[src/rtl/uart_cmd_sequencer.sv]
// uart_cmd_sequencer: frames UART bytes (sync, op, A, B, checksum) into one validated command
module uart_cmd_sequencer #(
    parameter logic [7:0] SYNC_BYTE      = 8'hA5,
    parameter int         TIMEOUT_CYCLES = 208_333,
    parameter int         TO_W           = 18
) (
    input  logic        clk,
    input  logic        reset_n,
    input  logic [7:0]  rx_data,
    input  logic        rx_done,
    output logic        cmd_valid,
    input  logic        cmd_ready,
    output logic [7:0]  cmd_op,
    output logic [15:0] cmd_a,
    output logic [15:0] cmd_b,
    output logic        err_pulse,
    output logic [1:0]  err_code,
    output logic        busy
);
    typedef enum logic [2:0] {IDLE, OP, A_HI, A_LO, B_HI, B_LO, CHK, HOLD} state_t;
    state_t state;
    logic rx_done_q, ev, in_frame, op_ok, expire;
    logic [7:0] byte_q, chk, op_s;
    logic [15:0] a_s, b_s;
    logic [TO_W-1:0] to_cnt;
    assign in_frame = state != IDLE && state != HOLD;
    assign op_ok    = byte_q inside {8'h2B, 8'h2D, 8'h2A, 8'h2F};
    assign expire   = in_frame && !ev && to_cnt == TO_W'(TIMEOUT_CYCLES - 1);
    assign busy     = state != IDLE;
    always_ff @(posedge clk or negedge reset_n) begin
        if (!reset_n) begin
            state     <= IDLE;
            rx_done_q <= 1'b0;
            ev        <= 1'b0;
            byte_q    <= '0;
            chk       <= '0;
            op_s      <= '0;
            a_s       <= '0;
            b_s       <= '0;
            to_cnt    <= '0;
            cmd_valid <= 1'b0;
            cmd_op    <= '0;
            cmd_a     <= '0;
            cmd_b     <= '0;
            err_pulse <= 1'b0;
            err_code  <= '0;
        end else begin
            rx_done_q <= rx_done;
            ev        <= rx_done & ~rx_done_q;
            if (rx_done & ~rx_done_q) byte_q <= rx_data;
            err_pulse <= 1'b0;
            to_cnt    <= (in_frame && !ev) ? to_cnt + 1'b1 : '0;
            case (state)
                IDLE: if (ev && byte_q == SYNC_BYTE) begin
                    state <= OP;
                    chk   <= '0;
                end
                OP: if (ev) begin
                    if (op_ok) begin
                        op_s  <= byte_q;
                        chk   <= chk ^ byte_q;
                        state <= A_HI;
                    end else begin
                        err_pulse <= 1'b1;
                        err_code  <= 2'd1;
                        state     <= IDLE;
                    end
                end
                A_HI: if (ev) begin
                    a_s[15:8] <= byte_q;
                    chk       <= chk ^ byte_q;
                    state     <= A_LO;
                end
                A_LO: if (ev) begin
                    a_s[7:0] <= byte_q;
                    chk      <= chk ^ byte_q;
                    state    <= B_HI;
                end
                B_HI: if (ev) begin
                    b_s[15:8] <= byte_q;
                    chk       <= chk ^ byte_q;
                    state     <= B_LO;
                end
                B_LO: if (ev) begin
                    b_s[7:0] <= byte_q;
                    chk      <= chk ^ byte_q;
                    state    <= CHK;
                end
                CHK: if (ev) begin
                    if (byte_q == chk) begin
                        cmd_valid <= 1'b1;
                        cmd_op    <= op_s;
                        cmd_a     <= a_s;
                        cmd_b     <= b_s;
                        state     <= HOLD;
                    end else begin
                        err_pulse <= 1'b1;
                        err_code  <= 2'd2;
                        state     <= IDLE;
                    end
                end
                HOLD: begin
                    if (ev) begin
                        err_pulse <= 1'b1;
                        err_code  <= 2'd3;
                    end
                    if (cmd_ready) begin
                        cmd_valid <= 1'b0;
                        state     <= IDLE;
                    end
                end
                default: state <= IDLE;
            endcase
            // expire never coincides with a byte event, so it cannot clash with the case above
            if (expire) begin
                err_pulse <= 1'b1;
                err_code  <= 2'd0;
                to_cnt    <= '0;
                state     <= IDLE;
            end
        end
    end
endmodule

[config.mk]
export PLATFORM = sky130hd
export DESIGN_NAME = uart_cmd_sequencer
export DESIGN_NICKNAME = d
export VERILOG_FILES = /design/src/rtl/uart_cmd_sequencer.sv
export SDC_FILE = /design/constraint.sdc
export NUM_CORES = 1
export LEC_CHECK = 0
export CAP_MARGIN = 10
export CORE_ASPECT_RATIO = 1.75
export CORE_MARGIN = 4
export CORE_UTILIZATION = 43
export CTS_BUF_LIST = sky130_fd_sc_hd__clkbuf_8
export CTS_CLUSTER_DIAMETER = 120
export DETAILED_ROUTE_END_ITERATION = 10
export GPL_TIMING_DRIVEN = 0
export PLACE_DENSITY = 0.61
export SLEW_MARGIN = 20
export SYNTH_ARGS = -nofsm -noshare
export SYNTH_HDL_FRONTEND = slang
export SYNTH_SLANG_ARGS = --single-unit
[constraint.sdc]
create_clock -name clk -period 5.05 [get_ports clk]
set_input_delay 0.505 -clock clk [delete_from_list [all_inputs] [get_ports clk]]
set_output_delay 0.505 -clock clk [all_outputs]
set_load 0.05 [all_outputs]
# After elaboration in Yosys (flattened, before gate mapping)
# Cells that the tools add are included.
[totals] elab_cells=113 in_bits=12 regBits=123 output_inout_bits=45
[classes] addsub=1 n_reduce_logical=22 eq_ne=33 n_mux=37 bitwise_logic=3
[op_table] cell="18-bit two-way mux" count=2
[op_table] cell="3-bit != test, second input constant" count=12
[op_table] cell="8-bit by 6-bit equality test with 1-bit output, second input constant" count=4
[op_table] cell="8-bit two-way mux" count=4
[op_table] cell="3-bit two-way mux" count=10
[op_table] cell="3-bit one-hot mux with 8 select lines" count=1
[op_table] cell="8-bit one-hot mux with 3 select lines" count=1
[op_table] cell="18-bit by 1-bit adder with 18-bit output, second input constant" count=1
[op_table] cell="18-bit equality test, second input constant" count=1
[op_table] cell="2-bit two-way mux" count=7
[op_table] cell="3-bit equality test, second input constant" count=4
[op_table] cell="2-bit != test, second input constant" count=6
[op_table] cell="1-bit two-way mux" count=9
[op_table] cell="8-bit equality test" count=1
[op_table] cell="8-bit equality test, second input constant" count=1
[op_table] cell="2-bit AND reduction" count=4
[op_table] cell="8-bit AND reduction" count=1
[op_table] cell="4-bit nonzero test" count=2
[op_table] cell="8-bit XOR" count=1
[op_table] cell="3-bit by 2-bit equality test with 1-bit output, second input constant" count=2
[op_table] cell="2-bit one-hot mux with 3 select lines" count=1
[op_table] cell="3-bit AND reduction" count=2
[op_table] cell="6-bit AND reduction" count=1
[op_table] cell="3-bit nonzero test" count=2
[op_table] cell="13 further kinds" count=16

# Longest topological paths before layout
# Gate-level depths: netlist of the first run.
[depth] ltp_word=6 ltp_mapped=8 mapped_depth_nobuf=7

# Least setup slack after synthesis of the first run
# OpenSTA, ideal clock, no wires.
[synth_path] path_kind="reg-to-reg" startpoint="reg byte_q[4]" endpoint="reg op_s[0]" setup_time_ps=125 stages_incl_launch_ff=7 t_required_ps=4925 n_path_buf=3 period_less_slack_ps=2029 arrival_time_ps=1904 setup_slack_ps=3021 cell_sequence="dfrtp_1 > buf_6 > or3b_1 > buf_2 > or4_4 > buf_6 > mux2_4"
[synth_via] elab_chain_cells=3 word_cells_on_any_way=6 cone_classes="4 x eq/ne; 2 x reduce/logical"
[synth_rtl] element="start, declared" line="23" rtl="logic [7:0] byte_q, chk, op_s;"
[synth_rtl] element="start signal, assigned" line="50" rtl="if (rx_done & ~rx_done_q) byte_q <= rx_data;"
[synth_rtl] element="8-bit by 6-bit equality test with 1-bit output" line="27" rtl="assign op_ok = byte_q inside {8'h2B, 8'h2D, 8'h2A, 8'h2F};"
[synth_rtl] element="4-bit nonzero test *" line="27"
[synth_rtl] element="3-bit AND reduction (no line) *"
[synth_rtl] element="end signal, assigned" line="60" rtl="op_s <= byte_q;"
[synth_rtl] element="end, declared" line="23"
# Mark *: on every way between the ends. The rest lies on a longest branch, timed or not.
# A chain may end at the register's enable or synchronous reset.

# Worst setup path after layout of the first run
[layout_path] startpoint="reg state[0]" endpoint="out busy"
[layout_via] elab_chain_cells=1
[layout_rtl] element="start, declared" line="21" rtl="state_t state;"
[layout_rtl] element="start signal, assigned" line="32" rtl="state <= IDLE;"
[layout_rtl] element="start signal, assigned" line="55" rtl="state <= OP;"
[layout_rtl] element="start signal, assigned" line="62" rtl="state <= A_HI;"
[layout_rtl] element="3-bit nonzero test" line="29" rtl="assign busy = state != IDLE;"
[layout_rtl] element="end, declared" line="18" rtl="output logic busy"
# Every way passes these cells.

==> results of run 1 <==
[sequential cells by signal (all words and copies together), names as in the netlist, 2 cells and up]
register / cells
err_code: 2
to_cnt: 18
op_s: 8
cmd_op: 8
chk: 8
state: 3
cmd_b: 16
b_s: 16
byte_q: 8
cmd_a: 16
a_s: 16
[synth_stat cells (2+ instances only)]
library cell and count:
nand4_1 6, xnor2_1 9, nor3_1 8, nand4b_1 2, nand2b_1 5, mux2_2 53, nand3_1 12, nand2_1 24
o21ai_0 2, a221oi_1 2, xor2_1 15, dfrtp_1 123, and3_1 6, buf_2 10, o21ai_1 17, nor2b_1 2
and4_1 3, a21oi_1 4, and2_1 4, ha_1 2, clkbuf_1 10, o311ai_1 2, inv_1 8, nor2_1 32
nor4_1 2, or3_1 2, mux2_4 3, or3b_1 2, buf_6 2, inv_2 2, mux2_1 27
[area by class of cell]
type,count,area share
buffer,23,0.0181
clock buffer,17,0.0360
clock inverter,15,0.0331
inverter,10,0.00578
multi-input combinational,261,0.309
sequential,123,0.474
tap,165,0.0318
timing repair buffer,58,0.0922
[cell families after synthesis]
family,after synthesis
AOI/OAI and AO/OA,35
buffers and inverters,33
adders and majority gates,2
muxes,84
and+or+nand+nor,116
xor gates and xnor gates,24
DFF,123
[worst register-to-register path: cells and delay by family, from the launching register on]
| kind | cells | cell delay [ns] |
|---|---|---|
| muxes | 1 | 0.37 |
| buffers and inverters | 2 | 0.80 |
| xor gates and xnor gates | 1 | 0.18 |
| DFF | 1 | 0.33 |
| and+or+nand+nor | 2 | 0.74 |
[path summary, 6_finish.rpt]
path / startpoint / to / slack, ns
max: state[0]$_DFFE_PN0P_ / busy / 2.25
min: op_s[3]$_DFFE_PN0P_ / op_s[3]$_DFFE_PN0P_ / 0.47
max reg2reg: byte_q[7]$_DFFE_PN0P_ / cmd_a[1]$_DFFE_PN0P_ / 2.52
min reg2reg: op_s[3]$_DFFE_PN0P_ / op_s[3]$_DFFE_PN0P_ / 0.47
max in group asynchronous: reset_n / to_cnt[16]$_DFF_PN0_ / 3.76
min in group asynchronous: reset_n / cmd_b[9]$_DFFE_PN0P_ / 0.55
[stage by stage]
stage	std cells	util
after floorplan	417	-
after global placement	638	0.501
after detailed placement	639	0.503
after CTS	672	0.541
after global routing	672	0.541
final	672	0.541
[layer usage]
metal	routed length [um]	up-vias	global-route usage
met1	4450	1710	0.197
li1	-	1609	-
met4	282	0	0.0727
met3	405	21	0.0455
met2	5690	68	0.288
met5	0	-	0
[power groups by stage]
stage / clock, uW / sequential, uW / combinational (uW)
CTS: 998 / 1090 / 296
finish: 974 / 1090 / 290
global placement: 0 / 1100 / 286
detailed placement: 0 / 1110 / 294
floorplan: 0 / 1140 / 146
global route: 1050 / 1090 / 318
==> flow_summary.yaml, run 1 <==
sta:
  fmax_mhz: 357
  hold_violations: 0
  setup_viol: 0
  slew-limit-headroom: 0.321
  tns_ns: 0
  rsz0062_at_grt: "false"
  min_period_over_period: 0.555
  hold_slack_ns: 0.468
  worst_slack_ns: 2.25
  final-max-slew-violation-count: 0
  worst_pin_slew_ns: 1.01
  min_period_ns: 2.80
  final.setup_skew_ns: 0.0112
cells_and_area:
  drive_above_1_share: 0.211
  num_antenna_cells: 0
  register_area_um2: 3080
  final_common_cell: "dfrtp_1"
  fill_cells: 1066
  layout.nets: 508
  final_cell_mix: "dfrtp_1, clkdlybuf4s50_1, mux2_2"
  post-route-cell-area_um2: 6500
  area_growth_pct: 23.9
  multi_input_area_um2: 2010
routing:
  dr.pass1.iters: 4
  drc: 0
  wl_um: 10800
  vias: 3408
  ant_nets: 0
  wl_per_cell_um: 16.1
  vias_per_cell: 5.07
  drtIter0Drc: 135
clocking:
  htree_levels: 4
  clk_pin_slew_ns: 0.08
  post_cts_buffers: 0
  cts_resized: 0
  cts.sinks: 123
  clk_path_buf_depth: 2
  postCtsHoldBufs: 1
  cts-root-buf: "clkbuf_8"
  cts_tree: "built"
  numCtsBuffers: 17
  worstSkewPairLatency_ns: 0.43
setup_path:
  start_kind: "flop"
  crit_path_cell_trace: "clkbuf_1 -> nor3_1 -> inv_2 -> clkdlybuf4s50_1"
  r2r_cells: 6
  worstSetupPathType: "reg -> out"
  cpMaxStageDelayCell: "clkdlybuf4s50_1"
  path_max_fanout: 10
  path_buf_inv: 3
  end_kind: "primary output"
  path_depth: 4
  critPathRequiredTime_ns: 4.55
  critPathArrivalTime_ns: 2.30
  max_stage_delay_ns: 0.72
  crit_family: "buffers and inverters"
die:
  dieWidth_um: 91.5
  die-area_um2: 14100
  rows: 53
  io_pins: 57
  core_um2: 12000
  die_h_um: 154
  initial_core_util: 0.437
synth:
  synth_adder_area_share: 0.00477
  synthCells: 417
  yosysSeqAreaShare: 0.587
  yosysTopAreaCellShare: 0.587
  syn_area_per_cell_um2: 12.6
  syn-cell-area_um2: 5240
  yosysTopAreaCell: "dfrtp_1"
  synth-simple-area-share: 0.114
  synth-seq-cells: 123
  synth-xor-area-share: 0.0401
  yosys_warnings: 0
  async_flop_share: 1.00
  muxShareOfSynthArea: 0.182
  ys.flop_type: "dfrtp_1"
  synth_top_family_by_area: "multiplexers"
  synth-compound-area-share: 0.0425
  yosys-top-cells-area: "dfrtp_1, mux2_2, mux2_1"
  synthesis.nets: 431
  synth_edf_count: 0
  ys_types: 47
worst_hold_path:
  whs_path_depth: 1
  hold_class: "reg -> reg"
power_and_ir_drop:
  leakage_uw: 0.00301
  clock_power_share: 0.415
  p_sw_frac: 0.275
  powerDensity_nw_per_um2: 362
  p_seq_frac: 0.462
  p_total_uw: 2350
  power_frac_comb: 0.123
  p_int_uw: 1700
  switchingPower_uw: 647
  vdd_drop_max_v: 0.000202
global_route:
  grt_max_degree: 80
  grt_usage: 0.169
  antenna_found_initial: 0
  grt_pass1_vias: 3656
  grt_pass1_wl_um: 18600
  grt-ovfl-total: 0
place:
  place.gp.congestion: 0.869
  dp_slack_ns: 2.44
  io_buffers: 56
  place_area_um2: 6040
  dp_hpwl_um: 7590
flow_run:
  maxCapViolCount: 0
run_status:
  status: "completed"
Note: power is estimated with default switching activity, not from simulation.
==> inputs of run 2 (changes only) <==
clock period = 2.65 ns   (was 5.05 ns; I/O delays follow)
==> run 2 against run 1 <==
  * Power is 91% higher
  * Die area stayed put
  * Design area is 0.12% higher
  * First-iteration DRC count is 3.7% higher
  * Cell count stayed put
  * Sequential share of layout area is 0.055 points lower
  * Non-clock buffer count stayed put
  * Clock-buffer cell count stayed put
  * Sequential power is 90% higher
  * Setup slack worse by 2.0 ns
  * Critical path depth is 2 higher
  * Largest cell class unchanged
==> flow_summary.yaml, run 2 (same netlist as run 1, synthesis figures left out) <==
clocking:
  cts_tree: "built"
  clk_pin_slew_ns: 0.07
  htree_levels: 4
  numCtsBuffers: 17
  post_cts_buffers: 0
  cts.sinks: 123
  worstSkewPairLatency_ns: 0.44
  clk_path_buf_depth: 2
  cts-root-buf: "clkbuf_8"
setup_path:
  path_max_fanout: 10
  cp-endpoint: "chk[3]$_DFFE_PN0P_"
  r2r_end: "chk[3]$_DFFE_PN0P_"
  regToRegSetupSlack_ns: 0.27
  r2r_cells: 6
  critPathLaunch: "byte_q[0]$_DFFE_PN0P_"
  reg2reg_from: "byte_q[0]$_DFFE_PN0P_"
  critPathRequiredTime_ns: 2.96
  worstSetupPathType: "reg -> reg"
  start_kind: "flop"
  critPathArrivalTime_ns: 2.68
  end_kind: "flop"
die:
  rows: 53
  die-area_um2: 14100
  die_h_um: 154
  core_um2: 12000
  initial_core_util: 0.437
  io_pins: 57
  dieWidth_um: 91.5
sta:
  setup_viol: 0
  worst_pin_slew_ns: 1.01
  final.setup_skew_ns: 0.0115
  final-max-slew-violation-count: 0
  slew-limit-headroom: 0.318
  rsz0062_at_grt: "false"
  hold_violations: 0
  min_period_over_period: 0.897
  min_period_ns: 2.38
  fmax_mhz: 421
routing:
  dr.pass1.iters: 4
  drtIter0Drc: 140
  drc: 0
  vias: 3391
  wl_um: 10800
  ant_nets: 0
  wl_per_cell_um: 16.1
  vias_per_cell: 5.05
cells_and_area:
  fill_cells: 1066
  stdcell_count: 672
  final_cell_mix: "dfrtp_1, clkdlybuf4s50_1, mux2_2"
  drive_above_1_share: 0.213
  final_common_cell: "dfrtp_1"
  layout.nets: 508
  registers.top_by_ff_count: "to_cnt"
  area_growth_pct: 24.1
  largest_reg_flops: 18
  fin_util: 0.542
  num_antenna_cells: 0
global_route:
  antenna_found_initial: 0
  grt-ovfl-total: 0
  grt_max_degree: 80
  grt_usage: 0.169
  grt_pass1_wl_um: 18600
  grt_pass1_vias: 3656
flow_run:
  maxCapViolCount: 0
worst_hold_path:
  hold_start: "rx_done"
  hold_class: "in -> reg"
place:
  dp_hpwl_um: 7590
  io_buffers: 56
  place.gp.congestion: 0.869
  post-place-cells: 639
run_status:
  status: "completed"
power_and_ir_drop:
  vdd_drop_max_v: 0.000387
  powerDensity_nw_per_um2: 689
  leakage_uw: 0.00303
-- run 2: area by class of cell --
cell class	instances	area (um2)	share of cell area
Timing Repair Buffer	58	602	0.0925
Clock buffer	17	234	0.0360
Multi-Input combinational cell	261	2010	0.310
Clock inverter	15	215	0.0331
Sequential cell	123	3080	0.473
Buffer	23	118	0.0181
Inverter	10	37.5	0.00577
Tap cell	165	206	0.0317
-- run 2: how the worst min path moves through the flow --
stage	depth (start not counted)	slack (ns)	end
final	1	0.30	rx_done_q$_DFF_PN0_
after global routing	1	0.30	rx_done_q$_DFF_PN0_
after CTS	1	0.27	rx_done_q$_DFF_PN0_
after detailed placement	1	0.22	cmd_b[10]$_DFFE_PN0P_
after global placement	1	0.44	op_s[5]$_DFFE_PN0P_
after floorplan	0	-0.03	a_s[0]$_DFFE_PN0P_
-- run 2: layer usage --
| metal | GRT usage | routed length [um] |
|---|---|---|
| met1 | 0.197 | 4450 |
| met2 | 0.288 | 5690 |
| met3 | 0.0455 | 397 |
| met4 | 0.0727 | 279 |
| met5 | 0 | 0 |
-- run 2: power breakdown --
group | internal, uW | switching (uW) | total (uW)
registers | 1990 | 80.1 | 2070
logic | 212 | 341 | 554
clock network | 1040 | 812 | 1860
-- run 2: stage by stage --
stage	hold slack [ns]	TNS (ns)	worst slack, ns	total power [uW]	cell area (um2)
after floorplan	-0.0306	0	0.621	2440	5240
after global placement	0.444	-418.75	-3.41	2650	6010
after detailed placement	0.220	0	0.0417	2670	6040
after CTS	0.267	0	0.0303	4540	6500
after global routing	0.297	0	0.0571	4690	6500
final	0.296	0	0.274	4480	6500
-- run 2: worst max-delay path, cell delays in order (launching register included) --
cell and delay, ns:
dfrtp_1 0.35, clkbuf_1 0.49, mux2i_1 0.27, o311ai_1 0.44, o211ai_1 0.39, o21ai_1 0.23
o21ai_1 0.09
-- run 2: timing repair --
action / 4_1_cts / 5_1_grt
resized for setup: 0 / 2
hold buffers: 1 / 0
endpoints found under the hold margin: 44 / 0
setup endpoints to repair: 0 / 41
